--- config.mk ---
export PLATFORM = sky130hd
export DESIGN_NAME = bus_sequencer
export DESIGN_NICKNAME = d
export VERILOG_FILES = /design/src/rtl/bus_pkg.sv /design/src/rtl/op_decoder.sv /design/src/rtl/bus_sequencer.sv
export SDC_FILE = /design/constraint.sdc
export NUM_CORES = 1
export LEC_CHECK = 0
export CORE_ASPECT_RATIO = 0.7
export CORE_MARGIN = 2
export CORE_UTILIZATION = 36
export CTS_CLUSTER_DIAMETER = 150
export CTS_CLUSTER_SIZE = 12
export DETAILED_ROUTE_END_ITERATION = 10
export PLACE_DENSITY = 0.88
export SYNTH_ARGS = -nofsm -noshare
export SYNTH_HDL_FRONTEND = slang
export SYNTH_SLANG_ARGS = --single-unit
--- constraint.sdc ---
create_clock -name clock -period 2.4 [get_ports clock]
set_input_delay 0.48 -clock clock [delete_from_list [all_inputs] [get_ports clock]]
set_output_delay 0.48 -clock clock [all_outputs]
set_load 0.005 [all_outputs]
--- src/rtl/bus_pkg.sv ---
// Shared constants for the Mini SRC bus sequencer:
// bus-mux selects, opcodes, FSM states and instruction classes.
package bus_pkg;

  localparam logic [4:0] SEL_R0  = 5'd0;
  localparam logic [4:0] SEL_HI  = 5'd16;
  localparam logic [4:0] SEL_LO  = 5'd17;
  localparam logic [4:0] SEL_ZHI = 5'd18;
  localparam logic [4:0] SEL_ZLO = 5'd19;
  localparam logic [4:0] SEL_PC  = 5'd20;
  localparam logic [4:0] SEL_MDR = 5'd21;
  localparam logic [4:0] SEL_IN  = 5'd22;
  localparam logic [4:0] SEL_C   = 5'd23;

  localparam logic [4:0] OP_LD   = 5'b00000;
  localparam logic [4:0] OP_LDI  = 5'b00001;
  localparam logic [4:0] OP_ST   = 5'b00010;
  localparam logic [4:0] OP_ADD  = 5'b00011;
  localparam logic [4:0] OP_SUB  = 5'b00100;
  localparam logic [4:0] OP_AND  = 5'b00101;
  localparam logic [4:0] OP_OR   = 5'b00110;
  localparam logic [4:0] OP_SHR  = 5'b00111;
  localparam logic [4:0] OP_SHL  = 5'b01000;
  localparam logic [4:0] OP_ROR  = 5'b01001;
  localparam logic [4:0] OP_ROL  = 5'b01010;
  localparam logic [4:0] OP_ADDI = 5'b01011;
  localparam logic [4:0] OP_ANDI = 5'b01100;
  localparam logic [4:0] OP_ORI  = 5'b01101;
  localparam logic [4:0] OP_MUL  = 5'b01110;
  localparam logic [4:0] OP_DIV  = 5'b01111;
  localparam logic [4:0] OP_NEG  = 5'b10000;
  localparam logic [4:0] OP_NOT  = 5'b10001;
  localparam logic [4:0] OP_IN   = 5'b10110;
  localparam logic [4:0] OP_OUT  = 5'b10111;
  localparam logic [4:0] OP_MFHI = 5'b11000;
  localparam logic [4:0] OP_MFLO = 5'b11001;
  localparam logic [4:0] OP_NOP  = 5'b11010;
  localparam logic [4:0] OP_HALT = 5'b11011;

  typedef enum logic [3:0] {
    S_IDLE,
    S_T0,
    S_T1,
    S_T2,
    S_T3,
    S_T4,
    S_T5,
    S_T6,
    S_T7,
    S_HALT
  } state_e;

  typedef enum logic [3:0] {
    CL_NOP,
    CL_RTYPE,
    CL_IMM,
    CL_MULDIV,
    CL_LD,
    CL_ST,
    CL_MFHI,
    CL_MFLO,
    CL_IN,
    CL_OUT,
    CL_HALT
  } class_e;

  function automatic logic [15:0] onehot16(input logic [3:0] idx);
    return 16'h0001 << idx;
  endfunction

endpackage

--- src/rtl/op_decoder.sv ---
// Opcode to instruction-class decoder (pure combinational).
// Ports: op_i opcode in; cls_o class, imm_o C-operand, muldiv_o HI/LO.
// INPORT_EN: when defined, in/out opcodes decode to CL_IN/CL_OUT.
module op_decoder
  import bus_pkg::*;
(
  input  logic [4:0] op_i,
  output class_e     cls_o,
  output logic       imm_o,
  output logic       muldiv_o
);

  always_comb begin
    cls_o    = CL_NOP;
    imm_o    = 1'b0;
    muldiv_o = 1'b0;
    case (op_i)
      OP_ADD, OP_SUB, OP_AND, OP_OR,
      OP_SHR, OP_SHL, OP_ROR, OP_ROL,
      OP_NEG, OP_NOT: cls_o = CL_RTYPE;
      OP_LDI, OP_ADDI, OP_ANDI, OP_ORI: begin
        cls_o = CL_IMM;
        imm_o = 1'b1;
      end
      OP_LD: begin
        cls_o = CL_LD;
        imm_o = 1'b1;
      end
      OP_ST: begin
        cls_o = CL_ST;
        imm_o = 1'b1;
      end
      OP_MUL, OP_DIV: begin
        cls_o    = CL_MULDIV;
        muldiv_o = 1'b1;
      end
      OP_MFHI: cls_o = CL_MFHI;
      OP_MFLO: cls_o = CL_MFLO;
      OP_HALT: cls_o = CL_HALT;
`ifdef INPORT_EN
      OP_IN:   cls_o = CL_IN;
      OP_OUT:  cls_o = CL_OUT;
`endif
      default: cls_o = CL_NOP;
    endcase
  end

endmodule

--- src/rtl/bus_sequencer.sv ---
// Hardwired fetch/decode/execute sequencer for the Mini SRC single bus.
// Ports: clock/clear/run control; ir, mem_ready in; bus_sel, reg_in,
// special-register loads, alu_op, memory strobes and status out.
// INPORT_EN: when defined, enables in/out opcodes (bus_sel 22, outport_in).
module bus_sequencer
  import bus_pkg::*;
#(
  parameter int unsigned MEM_WAIT_MAX = 15,
  parameter logic [31:0] PC_RESET     = 32'd0
)(
  input  logic        clock,
  input  logic        clear,
  input  logic        run,
  input  logic [31:0] ir,
  input  logic        mem_ready,
  output logic [4:0]  bus_sel,
  output logic [15:0] reg_in,
  output logic        pc_in,
  output logic        ir_in,
  output logic        mar_in,
  output logic        mdr_in,
  output logic        y_in,
  output logic        z_in,
  output logic        hi_in,
  output logic        lo_in,
  output logic        inc_pc,
  output logic [4:0]  alu_op,
  output logic        mem_read,
  output logic        mem_write,
  output logic        mdr_src_mem,
  output logic        pc_load_reset,
  output logic        busy,
  output logic        halted,
  output logic        mem_fault,
  output logic        outport_in,
  output logic [31:0] pc_reset_value
);

  localparam int CW = $clog2(MEM_WAIT_MAX + 1);
  localparam logic [CW-1:0] WAIT_LAST = CW'(MEM_WAIT_MAX - 1);

  state_e        state_q, state_d;
  logic [CW-1:0] wait_q, wait_d;
  logic          fault_q, fault_d;

  logic [4:0] op;
  logic [3:0] ra, rb, rc;
  class_e     cls;
  logic       imm;
  logic       muldiv;
  logic       strobe;
  logic       timeout;
  state_e     done_st;
  logic       unused_ir;

  assign op = ir[31:27];
  assign ra = ir[26:23];
  assign rb = ir[22:19];
  assign rc = ir[18:15];
  // Low C bits feed the ALU directly via the SEL_C path.
  assign unused_ir = ^{ir[14:0], muldiv};

  assign pc_reset_value = PC_RESET;

  op_decoder u_dec (
    .op_i     (op),
    .cls_o    (cls),
    .imm_o    (imm),
    .muldiv_o (muldiv)
  );

  // Memory strobe is held in these states until mem_ready.
  assign strobe = (state_q == S_T1)
               || (state_q == S_T6 && cls == CL_LD)
               || (state_q == S_T7 && cls == CL_ST);

  assign timeout = strobe && !mem_ready && (wait_q == WAIT_LAST);

  assign done_st = run ? S_T0 : S_IDLE;

  always_ff @(posedge clock) begin
    if (clear) begin
      state_q <= S_IDLE;
      wait_q  <= '0;
      fault_q <= 1'b0;
    end else begin
      state_q <= state_d;
      wait_q  <= wait_d;
      fault_q <= fault_d;
    end
  end

  always_comb begin
    state_d = state_q;
    fault_d = fault_q;
    wait_d  = (strobe && !mem_ready && !timeout)
            ? wait_q + CW'(1) : '0;
    case (state_q)
      S_IDLE: if (run) state_d = S_T0;
      S_T0:   state_d = S_T1;
      S_T1:   if (mem_ready) state_d = S_T2;
      S_T2:   state_d = S_T3;
      S_T3: begin
        case (cls)
          CL_HALT: state_d = S_HALT;
          CL_MFHI, CL_MFLO, CL_IN,
          CL_OUT, CL_NOP: state_d = done_st;
          default: state_d = S_T4;
        endcase
      end
      S_T4:   state_d = S_T5;
      S_T5: begin
        case (cls)
          CL_MULDIV, CL_LD, CL_ST: state_d = S_T6;
          default: state_d = done_st;
        endcase
      end
      S_T6: begin
        case (cls)
          CL_LD:   if (mem_ready) state_d = S_T7;
          CL_ST:   state_d = S_T7;
          default: state_d = done_st;
        endcase
      end
      S_T7: begin
        if (cls != CL_ST || mem_ready) state_d = done_st;
      end
      S_HALT: state_d = S_HALT;
      default: state_d = S_IDLE;
    endcase
    // mem_ready outranks the timeout, which already excludes it.
    if (timeout) begin
      state_d = S_HALT;
      fault_d = 1'b1;
    end
  end

  always_comb begin
    bus_sel       = SEL_R0;
    reg_in        = '0;
    pc_in         = 1'b0;
    ir_in         = 1'b0;
    mar_in        = 1'b0;
    mdr_in        = 1'b0;
    y_in          = 1'b0;
    z_in          = 1'b0;
    hi_in         = 1'b0;
    lo_in         = 1'b0;
    inc_pc        = 1'b0;
    alu_op        = '0;
    mem_read      = 1'b0;
    mem_write     = 1'b0;
    mdr_src_mem   = 1'b0;
    outport_in    = 1'b0;
    busy          = 1'b0;
    halted        = 1'b0;
    mem_fault     = 1'b0;
    // clear silences everything in its own cycle so an aborted
    // instruction cannot write past the reset edge.
    pc_load_reset = clear;
    if (!clear) begin
      busy      = (state_q != S_IDLE) && (state_q != S_HALT);
      halted    = (state_q == S_HALT);
      mem_fault = fault_q;
      case (state_q)
        S_T0: begin
          bus_sel = SEL_PC;
          mar_in  = 1'b1;
          inc_pc  = 1'b1;
          z_in    = 1'b1;
        end
        S_T1: begin
          bus_sel     = SEL_ZLO;
          pc_in       = 1'b1;
          mem_read    = 1'b1;
          mdr_src_mem = 1'b1;
          mdr_in      = 1'b1;
        end
        S_T2: begin
          bus_sel = SEL_MDR;
          ir_in   = 1'b1;
        end
        S_T3: begin
          case (cls)
            CL_MFHI: begin
              bus_sel = SEL_HI;
              reg_in  = onehot16(ra);
            end
            CL_MFLO: begin
              bus_sel = SEL_LO;
              reg_in  = onehot16(ra);
            end
`ifdef INPORT_EN
            CL_IN: begin
              bus_sel = SEL_IN;
              reg_in  = onehot16(ra);
            end
            CL_OUT: begin
              bus_sel    = {1'b0, ra};
              outport_in = 1'b1;
            end
`endif
            CL_RTYPE, CL_IMM, CL_MULDIV,
            CL_LD, CL_ST: begin
              bus_sel = {1'b0, rb};
              y_in    = 1'b1;
            end
            default: ;
          endcase
        end
        S_T4: begin
          bus_sel = imm ? SEL_C : {1'b0, rc};
          alu_op  = op;
          z_in    = 1'b1;
        end
        S_T5: begin
          bus_sel = SEL_ZLO;
          case (cls)
            CL_MULDIV:    lo_in  = 1'b1;
            CL_LD, CL_ST: mar_in = 1'b1;
            default:      reg_in = onehot16(ra);
          endcase
        end
        S_T6: begin
          case (cls)
            CL_MULDIV: begin
              bus_sel = SEL_ZHI;
              hi_in   = 1'b1;
            end
            CL_LD: begin
              mem_read    = 1'b1;
              mdr_src_mem = 1'b1;
              mdr_in      = 1'b1;
            end
            CL_ST: begin
              bus_sel = {1'b0, ra};
              mdr_in  = 1'b1;
            end
            default: ;
          endcase
        end
        S_T7: begin
          if (cls == CL_LD) begin
            bus_sel = SEL_MDR;
            reg_in  = onehot16(ra);
          end else if (cls == CL_ST) begin
            mem_write = 1'b1;
          end
        end
        default: ;
      endcase
    end
  end

endmodule
# Word-level counts from Yosys, hierarchy flattened
# Index checks and enable logic that the tools add are counted.
# totals
inputBits,36
reg_bits,9
# classes
reduce_logical,30
bitwise_logic,1
n_eq_ne,50
mux,56
n_shift,1
add_sub_neg,1
# op_table
operator,n
16-bit 2-to-1 mux,4
16-bit one-hot mux with 3 select lines,1
"5-bit by 4-bit equality test with 1-bit output, second input constant",8
4-bit one-hot mux with 10 select lines,1
5-bit one-hot mux with 7 select lines,1
"4-bit by 3-bit equality test with 1-bit output, second input constant",8
4-bit one-hot mux with 8 select lines,1
1-bit 2-to-1 mux,30
"5-bit equality test, second input constant",5
5-bit 2-to-1 mux,5
"4-bit equality test, second input constant",6
"5-bit by 3-bit equality test with 1-bit output, second input constant",4
4-bit 2-to-1 mux,5
"4-bit by 2-bit equality test with 1-bit output, second input constant",4
4-bit one-hot mux with 2 select lines,2
"1-bit by 4-bit << shifter with 16-bit output, first input constant",1
5-bit one-hot mux with 3 select lines,1
2-bit OR reduction,7
"5-bit by 2-bit equality test with 1-bit output, second input constant",2
5-bit one-hot mux with 2 select lines,1
10-bit OR reduction,1
5-bit OR reduction,2
"3-bit inequality test, second input constant",3
"4-bit by 1-bit equality test with 1-bit output, second input constant",2
other kinds (20),34

# Longest topological paths before layout
# Gate-level depths: netlist of the first run.
# depth
depth_word,13
ltp_mapped,7

# Hierarchy
# A second synthesis of the first run with hierarchy kept.
# hier_totals
hier_cells,256
hier_area_um2,1700.4
# modules_own_cells
mod,n_inst,cells_per_inst,area_per_inst_um2
bus_sequencer,1,229,1531.5
op_decoder,1,27,168.9

# Worst setup path after synthesis of the first run
# OpenSTA, ideal clock, no wires.
# synth_timing
kind,input to output
startpoint,input port ir[31]
endpoint,output port bus_sel[2]
t_arrival_ns,1.635
slack_ns,0.285
path_buffers,1
path_stages,5
cell_sequence,or4_1 > buf_2 > nor2_1 > a32oi_1 > a31oi_1
# synth_between
elab_chain_len,8
elab_cells_between_ends,41
cone_classes,eq/ne: 27; mux: 8; reduce/logical: 6
# synth_lines
element,line,source
from (decl),bus_sequencer.sv:14,"input logic [31:0] ir,"
5-bit by 2-bit equality test with 1-bit output (tied with other cells),op_decoder.sv:17,case (op_i)
10-bit OR reduction (tied with other cells),op_decoder.sv:17,
4-bit one-hot mux with 8 select lines,op_decoder.sv:17,
4-bit by 3-bit equality test with 1-bit output (tied with other cells),"bus_sequencer.sv:184, bus_sequencer.sv:243",
5-bit OR reduction,bus_sequencer.sv:184,case (cls)
5-bit one-hot mux with 3 select lines,bus_sequencer.sv:184,
5-bit one-hot mux with 7 select lines (*),bus_sequencer.sv:165,case (state_q)
5-bit 2-to-1 mux (*),bus_sequencer.sv:161,if (!clear) begin
to (decl),bus_sequencer.sv:16,"output logic [4:0] bus_sel,"
# Every way passes the cells marked *; elsewhere a longest branch is shown, timed or not.

# Worst setup path after layout of the first run
# layout_timing
startpoint,register state_q[1]
endpoint,output port reg_in[13]
# layout_between
elab_chain_len,3
elab_cells_between_ends,5
cone_classes,eq/ne: 3; mux: 2
# layout_lines
element,line,source
from (decl),bus_sequencer.sv:42,"state_e state_q, state_d;"
from (signal assigned),bus_sequencer.sv:87,state_q <= state_d;
4-bit equality test or 4-bit by 3-bit equality test with 1-bit output (tied branches),bus_sequencer.sv:165,
16-bit one-hot mux with 3 select lines (*),bus_sequencer.sv:165,
16-bit 2-to-1 mux (*),bus_sequencer.sv:161,
to (decl),bus_sequencer.sv:17,"output logic [15:0] reg_in,"
# Marked as above.

==> run_results.csv, run 1 <==
group,metric,value,unit
run_status,status,"finished, violations left",
run_status,failed_checks,"negative setup slack",
yosys,async_flop_share,0,
finish,post-route-cell-area,2860,sq um
yosys,synth_area_leaders,"buf_4 17%, dfxtp_1 11%, nor2_1 7.4%, nor3_1 4.8%, nor2b_1 4.0%",
global_route,grt_pass1_vias,2059,
cts,tritoncts,"done",
global_route,grt_antenna_before_repair,0,
critical_path,required,1.92,ns
worst_hold_path,hold_path_class,"register to register",
yosys,yosysMostFrequentCell,"buf_4",
critical_path,startpoint_type,"register",
timing,fin_crit_sh,1.09,
route,post_drt_wl_per_cell,16.8,um
placed_design,dp_cells,389,
global_route,grt_max_degree,18,
floorplanning,pin_count,111,
route,ant_nets,0,
yosys,yosysWarnings,0,
placed_design,dp_hpwl,4.59,mm
cts,clk_pin_slew,0.05,ns
timing,rsz0062_at_grt,"yes",
yosys,seq_area_frac_synth,0.115,
yosys,synth_area_leader_cell,"buf_4",
floorplanning,rows,20,
timing,fin_ws,-0.220,ns
placed_design,port_buffers,62,
timing,slew_violations,0,
cts,insertion_delay,0.24,ns
placed_design,dpl_cell_area,2480,sq um
route,dr.pass1.iters,7,
yosys,synth_edf_count,0,
global_route,grt_pass1_wl,10.2,mm
yosys,syn_area_per_cell,6.72,sq um
cts,cts_sinks,9,
critical_path,arrival,2.14,ns
global_route,grt_use_total,0.259,
cts,root_buffer,"clkbuf_8",
floorplanning,die_height,59.3,um
floorplanning,core,4280,sq um
placed_design,dpl_worst_slack,-0.755,ns
floorplanning,die_area,4920,sq um
critical_path,crit_fanout,12,
route,wl,7.01,mm
route,remaining_drc_errors,0,
timing,fin_skew,0.00550,ns
global_route,grt_overflow_total,0,
power_and_ir_drop,p_per_area,520,nW/um^2
power_and_ir_drop,finalPower,1.49,mW
power_and_ir_drop,cellLeakagePower,1.30,nW
finish,insertedDiodeCount,0,
finish,fin_cells,417,
finish,area_growth,81.7,%
power_and_ir_drop,ir_worst_vdd,326,uV
timing,final.min_clock_period,2.62,ns
cts,cts_buffer_depth,2,
floorplanning,die_width,83,um
route,drtIter0Drc,179,
yosys,synthTopCellsByCount,"35 x buf_4, 31 x nor2_1, 15 x nor3_1",
yosys,synthCells,234,
flow_run,max_cap_violations,0,
yosys,ys_ff_latch,9,
route,vias_per_cell,5.40,
yosys,synth_ff_type,"dfxtp_1",
floorplanning,start_util,0.368,
cts,cts_inserted_buffers,3,
yosys,synth_top_cell_area_share,0.167,
route,via_count,2251,
placed_design,place_congestion,0.916,
critical_path,worstSetupPathType,"register to primary output",
critical_path,endpoint_kind,"primary output",
finish,fill_cells,347,
cts,cts_max_level,1,
timing,hold_viol_final,0,
yosys,synth.cell_area,1570,sq um
timing,report.final.setup_viol,20,
finish,layout.nets,401,
yosys,synthDistinctLibCells,55,
finish,drive_above_1_share,0.450,
timing,max_freq,0.382,GHz
==> layer usage <==
metal	part of all wire	vias to the layer above	global-route usage
met5	0	-	0
met2	0.47	166	0.456
met3	0.10	29	0.0669
li1	-	1022	-
met1	0.38	1034	0.322
met4	0.044	0	0.0632
==> final timing paths <==
check	start	slack [ns]	cells after the start	to
hold / removal	wait_q[0]	0.47	1	wait_q[0]
hold reg to reg	wait_q[0]	0.47	1	wait_q[0]
setup reg to reg	state_q[3]	0.37	8	state_q[2]
setup / recovery	state_q[1]	-0.22	10	reg_in[13]
==> through the flow <==
step / util / hold WS [ns] / setup TNS [ns]
2_1_floorplan: - / 0.430 / 0
3_3_place_gp: 0.580 / 0.445 / -20.20
3_5_place_dp: 0.580 / 0.457 / -21.42
4_1_cts: 0.644 / 0.466 / -2.73
5_1_grt: 0.668 / 0.499 / -3.94
6_report: 0.668 / 0.469 / -2.03
==> logic make-up after synthesis <==
family / Yosys count / synth area share
buffers and inverters: 55 / 0.222
muxes: 2 / 0.0127
other: 1 / 0.00238
AOI/OAI and AO/OA: 45 / 0.206
adders and majority gates: 2 / 0.0159
and+or+nand+nor: 116 / 0.404
xor gates and xnor gates: 4 / 0.0223
DFF: 9 / 0.115
==> area by class of cell <==
type | count | area [sq um] | area share
clock buffers | 4 | 45.0 | 0.0158
inverters | 3 | 11.3 | 0.00394
multi-input cells | 202 | 1380 | 0.483
flip-flops and latches | 9 | 186 | 0.0652
well taps | 55 | 68.8 | 0.0241
repair buffers | 144 | 1160 | 0.408
==> worst max-delay path, stage by stage (launching register included) <==
cell and delay [ns]:
dfxtp_2 0.34, buf_4 0.16, buf_6 0.15, nor3b_2 0.24, o21ai_1 0.14, a31oi_4 0.22
nand3b_1 0.17, buf_4 0.17, buf_6 0.11, nor2_4 0.07, clkbuf_2 0.13
==> cell usage in the layout, fill, tap and decap left out, types with 3 or more instances in the layout <==
| cell type | instances |
|---|---|
| buf_4 | 66 |
| conb_1 | 33 |
| nor2_1 | 18 |
| clkdlybuf4s50_1 | 18 |
| buf_2 | 18 |
| buf_6 | 16 |
| nand2_1 | 12 |
| dlygate4sd2_1 | 11 |
| nor2_2 | 9 |
| nor3_1 | 8 |
| clkbuf_2 | 8 |
| nor2b_1 | 7 |
| nor3_2 | 7 |
| a21oi_1 | 6 |
| and2_1 | 6 |
| dfxtp_1 | 6 |
| nor2_4 | 5 |
| nand2b_1 | 5 |
| a31oi_1 | 5 |
| o21ai_0 | 5 |
| nand4b_1 | 4 |
| a21oi_2 | 4 |
| nand3_1 | 4 |
| inv_1 | 3 |
| or3_1 | 3 |
| a32oi_1 | 3 |
| and3_1 | 3 |
| xor2_1 | 3 |
| clkbuf_8 | 3 |
==> power breakdown <==
part	total [mW]	internal, mW	switching (mW)
clock network	0.177	0.116	0.0615
logic	1.10	0.539	0.561
registers	0.211	0.180	0.0305
==> state kept, by name (all words and copies together) (netlist names) <==
name     count
state_q      4
fault_q      1
wait_q       4
==> what timing repair did <==
item                                    CTS  global route
hold buffers                              0             0
buffers inserted                         19             5
endpoints found under the setup margin   39            30
gates cloned                              0             0
gates resized for setup                 118            80
endpoints found under the hold margin     0             0
pin swaps                                25            11
Note: power is estimated with default switching activity, not from simulation.
==> inputs of run 2 (changes only) <==
Settings changed: ABC_CLOCK_PERIOD_IN_PS set to 2400, CORE_UTILIZATION 36 to 37, PLACE_DENSITY 0.88 to 0.87, SYNTH_HIERARCHICAL set to 1.
==> run_results.csv, run 2 <==
group,metric,value,unit
timing,final.min_clock_period,2.97,ns
worst_hold_path,hold_path_class,"register to register",
power_and_ir_drop,p_per_area,469,nW/um^2
cts,postCtsHoldBufs,0,
placed_design,port_buffers,62,
timing,rsz0062_at_grt,"yes",
critical_path,slowest_delay,0.27,ns
finish,area_growth,86.4,%
timing,report.final.setup_viol,38,
global_route,grt_max_degree,22,
finish,final_cell_mix,"57 x buf_4, 33 x conb_1, 27 x nor2_1, 27 x buf_2, 26 x buf_6",
floorplanning,rows,20,
yosys,synthCells,255,
cts,insertion_delay,0.23,ns
critical_path,crit_path_top_delay_cell,"o211a_1",
critical_path,cp_num_buf_inv,5,
finish,top_regs,"state_q (4), wait_q (4), fault_q (1)",
floorplanning,pin_count,111,
timing,whs,0.514,ns
critical_path,endpoint_kind,"primary output",
floorplanning,die_width,84.8,um
timing,fin_ws,-0.566,ns
critical_path,worstSetupPathType,"input port to primary output",
route,vias_per_cell,5.76,
timing,slew_headroom,0.673,
critical_path,required,1.92,ns
cts,cts_buffer_depth,2,
power_and_ir_drop,ir_worst_vdd,333,uV
critical_path,crit_fanout,6,
floorplanning,die_area,5130,sq um
route,post_drt_wl_per_cell,18.6,um
route,wl,8.14,mm
critical_path,reg2reg_depth,9,
yosys,syn_area_per_cell,6.63,sq um
finish,drive_above_1_share,0.479,
critical_path,startpoint_type,"input port",
route,via_count,2516,
worst_hold_path,min_path_cells,1,
global_route,grt_overflow_total,0,
critical_path,critPathTopFamily,"compound AO/OA/AOI/OAI gates",
global_route,grt_antenna_before_repair,0,
global_route,grt_pass1_vias,2338,
finish,utilization,0.724,
finish,insertedDiodeCount,0,
route,remaining_drc_errors,0,
timing,fin_skew,0.00102,ns
finish,fill_cells,302,
run_status,failed_checks,"negative setup slack",
floorplanning,core,4350,sq um
timing,fin_crit_sh,1.24,
timing,max_freq,0.337,GHz
run_status,status,"finished, violations left",
cts,clk_pin_slew,0.04,ns
critical_path,crit_cells,13,
finish,layout.nets,421,
cts,cts_sinks,9,
placed_design,dp_hpwl,4.49,mm
route,ant_nets,0,
route,drtIter0Drc,234,
cts,cts_inserted_buffers,3,
critical_path,crit_path_cell_trace,"buf_8 > buf_6 > nor2b_1 > o21ai_1 > o211a_1 > buf_6 > nand3b_1 > a21o_1 > a31o_4 > nand3b_1 > buf_4 > nor2_2 > buf_2",
timing,slew_violations,0,
timing,worstMarginPinSlew,0.485,ns
critical_path,arrival,2.49,ns
cts,tritoncts,"done",
yosys,yosysWarnings,6,
placed_design,place_congestion,0.900,
global_route,grt_use_total,0.279,
cts,cts_max_level,1,
floorplanning,start_util,0.388,
global_route,grt_pass1_wl,11.4,mm
route,dr.pass1.iters,5,
power_and_ir_drop,cellLeakagePower,1.46,nW
timing,hold_viol_final,0,
yosys,synth.cell_area,1690,sq um
finish,final_common_cell,"buf_4",
cts,root_buffer,"clkbuf_8",
floorplanning,die_height,60.6,um
flow_run,max_cap_violations,0,
[run 2: per-stage QoR]
| step | instance area [sq um] | setup TNS, ns | setup slack [ns] | std cells | total power [mW] |
|---|---|---|---|---|---|
| after floorplan | 1890 | -2.70 | -0.185 | 287 | 0.701 |
| after global placement | 2540 | -40.86 | -1.27 | 398 | 0.984 |
| after detailed placement | 2540 | -43.02 | -1.35 | 398 | 1.00 |
| after CTS | 2940 | -12.15 | -0.463 | 434 | 1.28 |
| after global routing | 3150 | -17.33 | -0.674 | 437 | 1.54 |
| final | 3150 | -13.89 | -0.566 | 437 | 1.48 |
[run 2: report_power, final]
group          total [mW]  leakage [nW]  switching, mW  internal (mW)
clock               0.178        0.0228         0.0618          0.116
combinational        1.10          1.36          0.616          0.488
sequential          0.195        0.0731         0.0234          0.172
[run 2: timing repair]
action,4_1_cts,5_1_grt
endpoints found under the setup margin,50,45
endpoints found under the hold margin,0,0
pin swaps,42,23
gates resized for setup,208,48
cloned,1,0
buffers inserted,32,11
[run 2: layout make-up]
cell class / instances / area [sq um] / share of cell area
inverter: 3 / 15.0 / 0.00477
tap: 55 / 68.8 / 0.0218
timing repair buffer: 144 / 1220 / 0.388
multi-input combinational: 222 / 1620 / 0.514
clock buffer: 4 / 45.0 / 0.0143
sequential: 9 / 180 / 0.0572
[run 2: per-layer routing]
| metal | vias up | share of wire | global-route usage |
|---|---|---|---|
| li1 | 1090 | - | - |
| met5 | - | 0 | 0 |
| met3 | 48 | 0.11 | 0.0626 |
| met2 | 207 | 0.47 | 0.495 |
| met4 | 0 | 0.047 | 0.0998 |
| met1 | 1171 | 0.37 | 0.342 |
[run 2: worst paths after layout]
| check | from | to | slack, ns |
|---|---|---|---|
| setup / recovery | ir[30] | reg_in[1] | -0.57 |
| hold / removal | wait_q[0] | wait_q[0] | 0.51 |
| setup reg to reg | state_q[0] | state_q[1] | 0.34 |
| hold reg to reg | wait_q[0] | wait_q[0] | 0.51 |
